--- config.mk ---
export PLATFORM = sky130hd
export DESIGN_NAME = l_mult_mac_msu
export DESIGN_NICKNAME = d
export VERILOG_FILES = /design/src/rtl/g729_basic_pkg.sv /design/src/rtl/l_mult_core.sv /design/src/rtl/l_mult_mac_msu.sv
export SDC_FILE = /design/constraint.sdc
export NUM_CORES = 2
export LEC_CHECK = 0
export ABC_AREA = 1
export BUFFER_PORTS_ARGS = -buffer_cell sky130_fd_sc_hd__buf_2
export CAP_MARGIN = 10
export CORE_MARGIN = 2
export CORE_UTILIZATION = 43
export CTS_BUF_LIST = sky130_fd_sc_hd__clkbuf_8
export CTS_CLUSTER_SIZE = 28
export DETAILED_ROUTE_END_ITERATION = 8
export GPL_TIMING_DRIVEN = 0
export PLACE_DENSITY_LB_ADDON = 0.12
export SLEW_MARGIN = 20
export SYNTH_ARGS = -nofsm -noshare
export SYNTH_HDL_FRONTEND = slang
export SYNTH_SLANG_ARGS = --single-unit
export TNS_END_PERCENT = 5
--- constraint.sdc ---
create_clock -name clk -period 14.9 [get_ports clk]
set_input_delay 2.98 -clock clk [delete_from_list [all_inputs] [get_ports clk]]
set_output_delay 2.98 -clock clk [all_outputs]
set_load 0.01 [all_outputs]
--- src/rtl/g729_basic_pkg.sv ---
// G.729 basic-operator word types and saturation limits
// shared by the fixed-point datapath units.
package g729_basic_pkg;

  typedef logic signed [15:0] word16;
  typedef logic signed [31:0] long32;

  localparam long32 MAX_32 = 32'h7FFFFFFF;
  localparam long32 MIN_32 = 32'h80000000;
  localparam word16 MIN_16 = 16'h8000;

endpackage

--- src/rtl/l_mult_core.sv ---
// L_mult: doubled signed 16x16 product, saturating
// the single unrepresentable case (-1.0 * -1.0).
module l_mult_core
  import g729_basic_pkg::*;
(
  input  word16 a,
  input  word16 b,
  output long32 product,
  output logic  overflow
);

  long32 prod;

  assign prod     = a * b;
  assign overflow = (a == MIN_16) && (b == MIN_16);
  assign product  = overflow ? MAX_32 : (prod <<< 1);

endmodule

--- src/rtl/l_mult_mac_msu.sv ---
// L_mult / L_mac / L_msu as independent combinational
// channels, plus a sticky overflow flag.
module l_mult_mac_msu
  import g729_basic_pkg::*;
(
  input  logic        clk,
  input  logic        reset,
  input  logic [15:0] mult_a,
  input  logic [15:0] mult_b,
  output logic [31:0] mult_product,
  output logic        mult_overflow,
  input  logic [15:0] mac_a,
  input  logic [15:0] mac_b,
  input  logic [31:0] mac_c,
  output logic [31:0] mac_out,
  output logic        mac_overflow,
  input  logic [15:0] msu_a,
  input  logic [15:0] msu_b,
  input  logic [31:0] msu_c,
  output logic [31:0] msu_out,
  output logic        msu_overflow,
  input  logic        ovf_clear,
  output logic        ovf_sticky
);

  long32       macM;
  long32       msuM;
  logic        macMulOvf;
  logic        msuMulOvf;
  logic [32:0] macSum;
  logic [32:0] msuDiff;
  logic        macAddOvf;
  logic        msuSubOvf;

  l_mult_core uMult (
    .a        (mult_a),
    .b        (mult_b),
    .product  (mult_product),
    .overflow (mult_overflow)
  );

  l_mult_core uMacMul (
    .a        (mac_a),
    .b        (mac_b),
    .product  (macM),
    .overflow (macMulOvf)
  );

  l_mult_core uMsuMul (
    .a        (msu_a),
    .b        (msu_b),
    .product  (msuM),
    .overflow (msuMulOvf)
  );

  // 33-bit result saturates when bits 32 and 31 disagree
  assign macSum    = {mac_c[31], mac_c} + {macM[31], macM};
  assign msuDiff   = {msu_c[31], msu_c} - {msuM[31], msuM};
  assign macAddOvf = macSum[32] ^ macSum[31];
  assign msuSubOvf = msuDiff[32] ^ msuDiff[31];

  always_comb begin
    mac_out = macSum[31:0];
    if (macAddOvf)
      mac_out = macSum[32] ? MIN_32 : MAX_32;
  end

  always_comb begin
    msu_out = msuDiff[31:0];
    if (msuSubOvf)
      msu_out = msuDiff[32] ? MIN_32 : MAX_32;
  end

  assign mac_overflow = macMulOvf | macAddOvf;
  assign msu_overflow = msuMulOvf | msuSubOvf;

  always_ff @(posedge clk or negedge reset) begin
    if (!reset)
      ovf_sticky <= 1'b0;
    else if (ovf_clear)
      ovf_sticky <= 1'b0;
    else
      ovf_sticky <= ovf_sticky | mult_overflow
                  | mac_overflow | msu_overflow;
  end

endmodule

==> summary.md <==
| Metric | Value |
|---|---|
| HP Class | `flip-flop to flip-flop` |
| Adder-cell area share of the yosys netlist | `about 54%` |
| Largest stage delay, worst path | `between 0.5 and 0.6 ns` |
| Synth Warn # | `0` |
| Mapped Nets | `a little over 6,000` |
| Final max-slew violation count | `0` |
| Area added between synthesis and finish | `6.36%` |
| DR DRC count | `0` |
| Drt first-iter violations | `~2,000` |
| Synth top area share | `~44%` |
| First-pass DRT Iterations | `5` |
| Total track usage | `between 20% and 30%` |
| Drt wl/cell | `between 15 and 20 microns` |
| Critical Path RT | `11.92 ns` |
| Final setup viols | `0` |
| Initial Util | `between 40% and 50%` |
| Vias per inst | `a little under 5` |
| Critical path startpoint category | `input port` |
| Clk_lat worst skew | `0 ns` |
| Mapped Area | `between 30,000 and 40,000 sq um` |
| Crit path time final | `between 10 and 15 ns` |
| Number of flip-flops in the largest register | `1` |
| Largest area contributor in the netlist | `fa_1` |
| Post-synthesis compound-gate area fraction | `6.24%` |
| Share of cells above drive strength 1 | `6.36%` |
| Final setup TNS | `0 ns` |
| Layout Cells excl Fill | `6,073` |
| Crit path kind | `input port to output port` |
| Post-Synth Simple-Gate Area | `between 15 and 20%` |
| Initial antenna violation count | `11` |
| Die Span Y | `around 290 microns` |
| Final hold violation count | `0` |
| Max Cap Violations | `0` |
| Slew margin rel. | `about a fifth` |
| Slowest cell on the critical path | `clkbuf_1` |
| Reg-to-reg startpoint | `ovf_sticky$_DFF_PN0_` |
| Sequential-to-total area share from yosys stat | `less than 1%` |
| Core area | `between 80,000 and 90,000 sq um` |
| Final WS setup | `about 0.52 ns` |
| Min-delay src | `ovf_sticky$_DFF_PN0_` |
| Netlist cell types | `56` |
| Max Fclk | `0.0695 GHz` |
| Detailed Route WL | `roughly 110 mm` |
| DRT antenna net count | `0` |
| Die extent in x | `291 microns` |
| Main combinational cell family by area after synthesis | `adder cells` |
| Setup Skew | `0 ns` |
| Via Count | `roughly 30,000` |
| Largest net degree at the start of global routing | `13` |
| Worst-margin pin slew | `about 1.2 ns` |
| HPWL Detailed | `~94 mm` |
| Crit. Startpoint | `msu_a[8]` |
| Biggest regs | `ovf_sticky x1` |
| Ys flop type | `dfrtp_1` |
| Post-layout nets | `between 6,000 and 7,000` |
| Post-Syn Instances | `between 4,000 and 5,000` |
| Row Count | `between 100 and 150` |
| Top register by number of flip-flops | `ovf_sticky` |
| Arrival time worst endpoint | `approximately 11 ns` |
| Post-CTS Setup Inserts | `0` |
| Top Ports | `263` |
| Port buffer count | `171` |
| # placed instances | `around 6,100` |
| GP Congestion | `0.954` |
| Worst-path clk slew | `0 ns` |
| Dominant cells by area after synthesis | `fa_1 (44%), inv_1 (15%), nand2_1 (13%)` |
| Fin crit share | `96.5%` |
| Worst Path Max Fanout | `10` |
| Avg Inst Size Synth | `7.31 sq um` |
| Pre-CTS setup slack | `0.381 ns` |
| Outcome | `completed` |
| Mux share of post-synthesis cell area | `0%` |
| RSZ-0062 raised after global routing | `true` |
| Crit. End Element | `output port` |
| FF+latch count, synth | `1` |
| Number of global-route vias before repair | `31,000` |
| First-pass GRT wire length | `around 170 mm` |
| Die area | `roughly 84,000 sq um` |
| Global route overflow | `0` |
| Share of flip-flops with an asynchronous set or reset | `100%` |
| Post-synth EDFFs | `0` |
| Final hold slack | `a little under 0.9 ns` |
| XOR/XNOR share of the synthesized area | `2.60%` |
[layout make-up]
cell class,instances,area [sq um]
Antenna cell,3,7.51
Buffer,206,882
Fill cell,8711,44200
Inverter,1378,5170
Multi-Input combinational cell,3244,29300
Sequential cell,1,25.0
Tap cell,1070,1340
Timing Repair Buffer,171,856
[placed cells by master (no fill, tap or decap), types with 6 or more instances in the layout]
master	netlist	layout
a21boi_0	6	6
a21o_1	17	17
a21oi_1	183	183
a31oi_1	8	8
buf_1	19	18
buf_2	13	184
clkbuf_1	167	137
clkbuf_2	0	31
fa_1	770	769
ha_1	305	305
inv_1	1373	1373
nand2_1	1179	1179
nand2_2	19	19
nand3_1	120	120
nand4_1	30	30
nor2_1	205	204
nor2_2	6	7
nor3_1	25	25
nor4_1	24	24
o211ai_1	10	10
o21ai_0	98	98
o21ai_1	18	18
o21ai_2	11	11
o21bai_1	12	12
or2_2	35	35
xnor2_1	54	54
xor2_1	51	51
[worst paths after layout]
check                           depth (start not counted)  slack (ns)              endpoint
worst max register to register                          4       13.65  ovf_sticky$_DFF_PN0_
min in group asynchronous                               1        2.76  ovf_sticky$_DFF_PN0_
max in group asynchronous                               1       12.05  ovf_sticky$_DFF_PN0_
worst max-delay path                                   37        0.52           msu_out[10]
worst min register to register                          4        0.88  ovf_sticky$_DFF_PN0_
worst min-delay path                                    4        0.88  ovf_sticky$_DFF_PN0_
[repair_timing]
item	CTS	global route
setup endpoints to repair	0	57
resized for setup	0	65
hold buffers	0	0
[synth_stat cells (2+ instances only)]
cell          n
a21boi_1      2
nor2_2        6
nand3b_1      4
xnor2_1      54
nand2_1    1179
buf_6         4
o2111ai_1     3
inv_1      1373
nand4_1      30
a21o_1       17
nand2_4       5
nand2b_1      2
nor2_1      205
nor4_1       24
xor2_1       51
or2_1         4
o21ai_1      18
fa_1        770
buf_2        13
ha_1        305
a31oi_1       8
clkbuf_1    167
a21boi_2      2
nand3_1     120
and2_1        2
a21oi_2       4
or2_2        35
and3_1        4
o21ai_2      11
o221ai_1      2
o21a_1        4
nand3_2       4
o211ai_1     10
a21boi_0      6
buf_4         2
buf_1        19
a21oi_1     183
inv_2         4
nand2_2      19
o21ai_0      98
o21bai_1     12
nor3_1       25
a211oi_1      5
nor3b_1       2
[routing by layer]
layer	global-route usage, %	vias to the layer above	part of all wire, %
li1	-	14300	-
met1	35.1	14600	42
met2	43.9	861	47
met3	4.34	154	7.5
met4	6.09	16	2.9
met5	0	-	0.092
[worst max-delay path: cells and delay by family]
kind	cells	cell delay, ns
AND/OR/NAND/NOR	16	1.83
buffers and inverters	8	1.62
AO/OA/AOI/OAI	4	0.97
XOR/XNOR	1	0.16
adder cells (fa/ha/maj)	8	3.81
[metrics by stage]
stage               utilization [%]  instance area, sq um
global placement               45.9                 37500
global route                   46.0                 37500
CTS                            45.9                 37500
finish                         46.0                 37600
detailed placement             45.9                 37500
floorplan                         -                 35300
[kinds of logic after synthesis]
family / count (synthesis)
AOI/OAI and AO/OA: 389
xor gates and xnor gates: 105
adders and majority gates: 1075
buffers and inverters: 1584
DFF: 1
and+or+nand+nor: 1675
